`config.mk`:
```
export PLATFORM = sky130hd
export DESIGN_NAME = music_voice_allocator
export DESIGN_NICKNAME = d
export VERILOG_FILES = /design/src/rtl/music_box_pkg.sv /design/src/rtl/music_voice_slot.sv /design/src/rtl/music_voice_allocator.sv
export SDC_FILE = /design/constraint.sdc
export NUM_CORES = 1
export LEC_CHECK = 0
export CAP_MARGIN = 20
export CORE_MARGIN = 1.5
export CORE_UTILIZATION = 34
export CTS_CLUSTER_DIAMETER = 200
export DETAILED_ROUTE_END_ITERATION = 6
export SLEW_MARGIN = 20
export SYNTH_ARGS = -nofsm -noshare
export SYNTH_HDL_FRONTEND = slang
export SYNTH_HIERARCHICAL = 1
export SYNTH_SLANG_ARGS = --single-unit
export TNS_END_PERCENT = 5
```
`constraint.sdc`:
```
create_clock -name clock_50Mhz -period 9.55 [get_ports clock_50Mhz]
set_clock_uncertainty 0.05 [all_clocks]
set_input_delay 1.4325 -clock clock_50Mhz [delete_from_list [all_inputs] [get_ports clock_50Mhz]]
set_output_delay 1.4325 -clock clock_50Mhz [all_outputs]
set_load 0.02 [all_outputs]
```
`src/rtl/music_box_pkg.sv`:
```
// music_box_pkg: shared voice state enum and key-index constants for the music box
package music_box_pkg;
  localparam int MUSIC_KEY_COUNT = 6;
  localparam int KEY_IDX_W = 3;
  typedef enum logic [1:0] {IDLE, PLAYING, RELEASE} voice_state_t;
endpackage

```
`src/rtl/music_voice_slot.sv`:
```
// music_voice_slot: one voice FSM (IDLE/PLAYING/RELEASE) with its release-tail counter
//   clk, rst       : clock, synchronous active-high reset
//   i_owner_held   : current keyPressed bit of the key this voice owns
//   i_alloc        : grant this voice to i_alloc_key this cycle (fresh or steal)
//   o_state/o_cnt  : registered state and remaining release count, used for steal choice
//   o_key          : owning key index (kept when idle)
//   o_start        : one-cycle pulse on allocation or retrigger
module music_voice_slot
  import music_box_pkg::*;
#(
  parameter int CNT_W = 22,
  parameter int RELEASE_CYCLES = 2_500_000
) (
  input  logic                 clk,
  input  logic                 rst,
  input  logic                 i_owner_held,
  input  logic                 i_alloc,
  input  logic [KEY_IDX_W-1:0] i_alloc_key,
  output voice_state_t         o_state,
  output logic [CNT_W-1:0]     o_cnt,
  output logic [KEY_IDX_W-1:0] o_key,
  output logic                 o_start
);
  voice_state_t r_state, w_state;
  logic [CNT_W-1:0] r_cnt, w_cnt;
  logic [KEY_IDX_W-1:0] r_key, w_key;
  logic r_start, w_start;
  always_comb begin
    w_state = r_state;
    w_cnt = r_cnt;
    w_key = r_key;
    w_start = 1'b0;
    if (i_alloc) begin
      w_state = PLAYING;
      w_cnt = '0;
      w_key = i_alloc_key;
      w_start = 1'b1;
    end else begin
      case (r_state)
        PLAYING: if (!i_owner_held) begin
          w_state = RELEASE;
          w_cnt = CNT_W'(RELEASE_CYCLES);
        end
        RELEASE: if (i_owner_held) begin
          w_state = PLAYING;
          w_cnt = '0;
          w_start = 1'b1;
        end else begin
          // the count reaching zero and the return to IDLE share one edge
          w_state = (r_cnt <= CNT_W'(1)) ? IDLE : RELEASE;
          w_cnt = (r_cnt <= CNT_W'(1)) ? '0 : r_cnt - CNT_W'(1);
        end
        default: w_state = IDLE;
      endcase
    end
  end
  always_ff @(posedge clk) begin
    if (rst) begin
      r_state <= IDLE;
      r_cnt <= '0;
      r_key <= '0;
      r_start <= 1'b0;
    end else begin
      r_state <= w_state;
      r_cnt <= w_cnt;
      r_key <= w_key;
      r_start <= w_start;
    end
  end
  assign o_state = r_state;
  assign o_cnt = r_cnt;
  assign o_key = r_key;
  assign o_start = r_start;
endmodule

```
`src/rtl/music_voice_allocator.sv`:
```
// music_voice_allocator: shares a pool of tone voices among the music keys, with release tails and stealing
//   clock_50Mhz, reset : clock, synchronous active-high reset
//   keyPressed         : gated per-key hold vector
//   voiceGate/Busy     : per voice PLAYING / PLAYING-or-RELEASE
//   voiceStart         : per voice pulse on allocation or retrigger
//   voiceKey           : per voice owning key index, 3 bits each
//   overflowCount      : saturating count of press edges that found no voice
//   debugString        : {overflowCount, 8'b0, voiceBusy, voiceGate} in byte fields
module music_voice_allocator
  import music_box_pkg::*;
#(
  parameter int NUM_KEYS = MUSIC_KEY_COUNT,
  parameter int NUM_VOICES = 3,
  parameter int RELEASE_CYCLES = 2_500_000
) (
  input  logic                            clock_50Mhz,
  input  logic                            reset,
  input  logic [NUM_KEYS-1:0]             keyPressed,
  output logic [NUM_VOICES-1:0]           voiceGate,
  output logic [NUM_VOICES-1:0]           voiceBusy,
  output logic [NUM_VOICES-1:0]           voiceStart,
  output logic [NUM_VOICES*KEY_IDX_W-1:0] voiceKey,
  output logic [7:0]                      overflowCount,
  output logic [31:0]                     debugString
);
  localparam int CNT_W = $clog2(RELEASE_CYCLES + 1);
  voice_state_t w_state [NUM_VOICES];
  logic [CNT_W-1:0] w_cnt [NUM_VOICES];
  logic [KEY_IDX_W-1:0] w_key [NUM_VOICES];
  logic [NUM_VOICES-1:0] w_held, w_alloc, w_idle_oh, w_steal_oh;
  logic [NUM_KEYS-1:0] w_owned, w_req, r_prev;
  logic [KEY_IDX_W-1:0] w_req_key;
  logic [CNT_W-1:0] w_best;
  logic w_have_voice;
  logic [8:0] w_sum;
  logic [7:0] r_ovf;
  for (genvar g = 0; g < NUM_VOICES; g++) begin : g_voice
    assign w_held[g] = keyPressed[w_key[g]];
    music_voice_slot #(.CNT_W(CNT_W), .RELEASE_CYCLES(RELEASE_CYCLES)) u_slot (
      .clk          (clock_50Mhz),
      .rst          (reset),
      .i_owner_held (w_held[g]),
      .i_alloc      (w_alloc[g]),
      .i_alloc_key  (w_req_key),
      .o_state      (w_state[g]),
      .o_cnt        (w_cnt[g]),
      .o_key        (w_key[g]),
      .o_start      (voiceStart[g])
    );
    assign voiceGate[g] = w_state[g] == PLAYING;
    assign voiceBusy[g] = w_state[g] != IDLE;
    assign voiceKey[g*KEY_IDX_W +: KEY_IDX_W] = w_key[g];
  end
  always_comb begin
    w_owned = '0;
    for (int i = 0; i < NUM_VOICES; i++)
      if (w_state[i] != IDLE) w_owned[w_key[i]] = 1'b1;
    w_req = keyPressed & ~w_owned;
    w_req_key = '0;
    for (int k = NUM_KEYS - 1; k >= 0; k--)
      if (w_req[k]) w_req_key = KEY_IDX_W'(k);
    w_idle_oh = '0;
    for (int i = NUM_VOICES - 1; i >= 0; i--)
      if (w_state[i] == IDLE) begin
        w_idle_oh = '0;
        w_idle_oh[i] = 1'b1;
      end
    // a releasing voice whose owner is back this cycle retriggers, so it is not a steal candidate
    w_steal_oh = '0;
    w_best = '0;
    for (int i = 0; i < NUM_VOICES; i++)
      if (w_state[i] == RELEASE && !w_held[i] && (w_steal_oh == '0 || w_cnt[i] < w_best)) begin
        w_steal_oh = '0;
        w_steal_oh[i] = 1'b1;
        w_best = w_cnt[i];
      end
    w_have_voice = |(w_idle_oh | w_steal_oh);
    w_alloc = (|w_req) ? ((|w_idle_oh) ? w_idle_oh : w_steal_oh) : '0;
    // only edges in cycles with no voice at all count; losing to a lower key is just a delay
    w_sum = {1'b0, r_ovf} + 9'($countones(keyPressed & ~r_prev & w_req));
  end
  always_ff @(posedge clock_50Mhz) begin
    if (reset) begin
      r_prev <= '0;
      r_ovf <= '0;
    end else begin
      r_prev <= keyPressed;
      r_ovf <= w_have_voice ? r_ovf : (w_sum[8] ? 8'hFF : w_sum[7:0]);
    end
  end
  assign overflowCount = r_ovf;
  assign debugString = {r_ovf, 8'h00, 8'(voiceBusy), 8'(voiceGate)};
endmodule

```
==> impl_metrics.env <==
export IMPL_place_congestion=0.875
export IMPL_port_buffers=47
export IMPL_yosys_warnings=6
export IMPL_antenna_found_initial=0
export IMPL_hold_depth=2
export IMPL_max_slew_margin=0.350
export IMPL_first_pass_iters=5
export IMPL_r2r_cells=25
export IMPL_overflow=0
export IMPL_setup_viol=0
export IMPL_hold_path_startpoint="g_voice[0].u_slot/o_cnt[14]$_SDFFE_PP0P_"
export IMPL_worst_pin_slew_ns=0.966
export IMPL_cts_hold_buffers_added=0
export IMPL_worstPathMaxFanout=24
export IMPL_synth_edf_count=0
export IMPL_yosys_area_top_type="dfxtp_1"
export IMPL_die_h_um=156
export IMPL_cp_end_kind="register"
export IMPL_rr_endpoint="g_voice[2].u_slot/o_cnt[6]$_SDFFE_PP0P_"
export IMPL_synthCells=966
export IMPL_yosys_top_cells_area="dfxtp_1 25%, ha_1 9.0%, nor2_1 4.2%"
export IMPL_drv_cap=0
export IMPL_cts_root_buf="clkbuf_16"
export IMPL_antennaDiodeCount=0
export IMPL_ant_nets=0
export IMPL_rr_startpoint="g_voice[0].u_slot/o_key[0]$_SDFFE_PP0P_"
export IMPL_holdWs_ns=0.470
export IMPL_grt_start_max_net_pins=36
export IMPL_clk_pin_slew_ns=0.08
export IMPL_final_cells=1303
export IMPL_hp_class="register to register"
export IMPL_core_area_um2=22800
export IMPL_async_reset_ff_frac=0
export IMPL_syn_area_um2=7950
export IMPL_htreeDepth=3
export IMPL_syn_area_per_cell_um2=8.23
export IMPL_synth_top_cells_by_count="98 x dfxtp_1, 88 x nor2_1, 76 x nand2_1"
export IMPL_synth_cell_types=86
export IMPL_hold_viol_final=0
export IMPL_dieArea_um2=24300
export IMPL_critPathKind="input port to register"
export IMPL_die_width_um=156
export IMPL_critPathMaxStageDelay_ns=0.80
export IMPL_dp_final_hpwl_um=16600
export IMPL_finalWirelength_um=22000
export IMPL_clkLatencyLatePin_ns=0.37
export IMPL_slowest_stage="and4b_1"
export IMPL_placed_cells=1287
export IMPL_cts_tree="built"
export IMPL_ys_ff_latch=98
export IMPL_cp_common_cell="nand2_1"
export IMPL_power_density_nw_per_um2=131
export IMPL_clkSinkCount=98
export IMPL_drc=0
export IMPL_cp_arrival_ns=8.87
export IMPL_cts_buffer_depth=2
export IMPL_drt_initial_drc_count=599
export IMPL_grt_pass1_vias=6833
export IMPL_cts_setup_buffers=0
export IMPL_finalMaxSlewViolations=0
export IMPL_yosys_area_top_type_share=0.247
export IMPL_num_fill_cells=2338
export IMPL_rrSetupSlack_ns=1.85
export IMPL_path_buf_inv=2
export IMPL_tns_ns=0
export IMPL_grt_pass1_wl_um=36200
export IMPL_startpoint="keyPressed[1]"
export IMPL_rsz0062_at_grt="false"
export IMPL_num_vias=7409
export IMPL_start_util=0.349
export IMPL_p_leak_uw=0.00327
export IMPL_required_ns=9.77
export IMPL_holdPathEnd="g_voice[0].u_slot/o_cnt[14]$_SDFFE_PP0P_"
export IMPL_fin_crit_ns=8.65
export IMPL_wl_per_cell_um=16.9
export IMPL_synth_most_common_cell="dfxtp_1"
export IMPL_fin_crit_sh=0.906
export IMPL_cp_num_cells=26
export IMPL_synth_ff_type="dfxtp_1"
export IMPL_fmax_mhz=116
export IMPL_area_growth_pct=10.4
export IMPL_cp_top_family="simple AND/OR/NAND/NOR gates"
export IMPL_grt_total_usage=0.185
export IMPL_io_pin_count=66
export IMPL_viasPerCell=5.69
export IMPL_cts_buffers_inserted=9
export IMPL_ir_worst_vdd_v=0.0000799
export IMPL_outcome="finished, final reports clean"
export IMPL_ys_seq_area_frac=0.247
export IMPL_nets=1054
export IMPL_rows=55
export IMPL_layout_drive_gt1_share=0.0889
export IMPL_cts_resized=0
export IMPL_crit_path_start_kind="input port"
## layout by cell type, fill, tap and decap left out, types with 9 or more instances in the layout
cell	instances
dfxtp_1	98
nor2_1	88
nand2_1	76
inv_1	58
a21oi_1	58
ha_1	57
clkdlybuf4s50_1	47
nand3_1	35
o21ai_0	35
nor3_1	27
nand4_1	21
conb_1	18
nor2b_1	16
nor4_1	16
mux2_2	16
mux2i_1	16
a31oi_1	15
a211oi_1	14
mux2_1	14
o31ai_1	14
nand2b_1	12
a22oi_1	11
o41ai_1	10
nand4b_1	9
a21o_1	9
or3_1	9
clkbuf_16	9
or4_1	9
## final cells by class
| cell class | instances | area, µm² | share of cell area |
|---|---|---|---|
| inverter | 58 | 218 | 0.0248 |
| multi-input combinational | 764 | 5370 | 0.612 |
| clock buffer | 9 | 225 | 0.0257 |
| tap | 313 | 392 | 0.0447 |
| clock inverter | 7 | 81.3 | 0.00927 |
| sequential | 98 | 1960 | 0.224 |
| timing repair buffer | 54 | 523 | 0.0596 |
## how the worst max path moves through the flow
stage / slack, ns / endpoint
floorplan: 1.71 / g_voice[2].u_slot/o_cnt[12]$_SDFFE_PP0P_
global placement: 0.77 / g_voice[2].u_slot/o_cnt[15]$_SDFFE_PP0P_
detailed placement: 0.60 / g_voice[2].u_slot/o_cnt[6]$_SDFFE_PP0P_
CTS: 0.96 / g_voice[2].u_slot/o_cnt[6]$_SDFFE_PP0P_
global route: 0.24 / g_voice[2].u_slot/o_cnt[6]$_SDFFE_PP0P_
finish: 0.90 / g_voice[2].u_slot/o_cnt[6]$_SDFFE_PP0P_
## flip-flops by register name (all words and copies together), names as in the netlist
name / flops
g_voice.u_slot/o_cnt: 66
g_voice.u_slot/o_key: 9
overflowCount: 8
g_voice.u_slot/o_state: 6
r_prev: 6
g_voice.u_slot/o_start: 3
## worst reg2reg max path: stages, from the launching register on
cell and delay (ns):
dfxtp_1 0.52, mux2_2 0.39, nand2_1 0.10, and4b_1 0.80, nand2_1 0.19, ha_1 0.36
nand4_1 0.12, nor2_1 0.16, or4b_1 0.48, a21o_1 0.23, a21oi_1 0.11, nand2b_1 0.31
mux2_2 0.39, ha_1 0.30, a211o_1 0.28, a2111oi_1 0.53, nand2_1 0.14, a2111oi_0 0.40
a311oi_1 0.14, nand2_1 0.09, nor4b_1 0.24, buf_4 0.22, or2_2 0.27, a211o_1 0.43
o21ai_0 0.17, a21o_1 0.19
## power by group
part,internal (µW),switching [µW]
Sequential,424,29.5
Combinational,115,200
Clock,188,192
Total,727,422
## metrics by stage
step	util	power, µW	cell area, µm²	setup slack (ns)
CTS	0.385	1160	8770	0.963
finish	0.385	1150	8770	0.900
global placement	0.372	771	8460	0.768
detailed placement	0.372	773	8460	0.597
global route	0.385	1210	8770	0.242
floorplan	-	694	8010	1.71
## routing by layer
layer | vias to the layer above | share of wire | routed length (µm) | track usage
met1 | 3536 | 0.47 | 10500 | 0.252
met4 | 0 | 0.020 | 436 | 0.0680
met2 | 233 | 0.45 | 9930 | 0.293
li1 | 3608 | - | - | -
met5 | - | 0 | 0 | 0
met3 | 32 | 0.055 | 1210 | 0.0306
## logic make-up after synthesis
kind of cell    share of synthesized area
compound gates                      0.204
buf+inv                            0.0855
fa+ha+maj                          0.0998
simple gates                        0.287
mux                                0.0683
xor+xnor                          0.00882
flops                               0.247
other cells                      0.000472
Power figures use the tool's default switching activity.
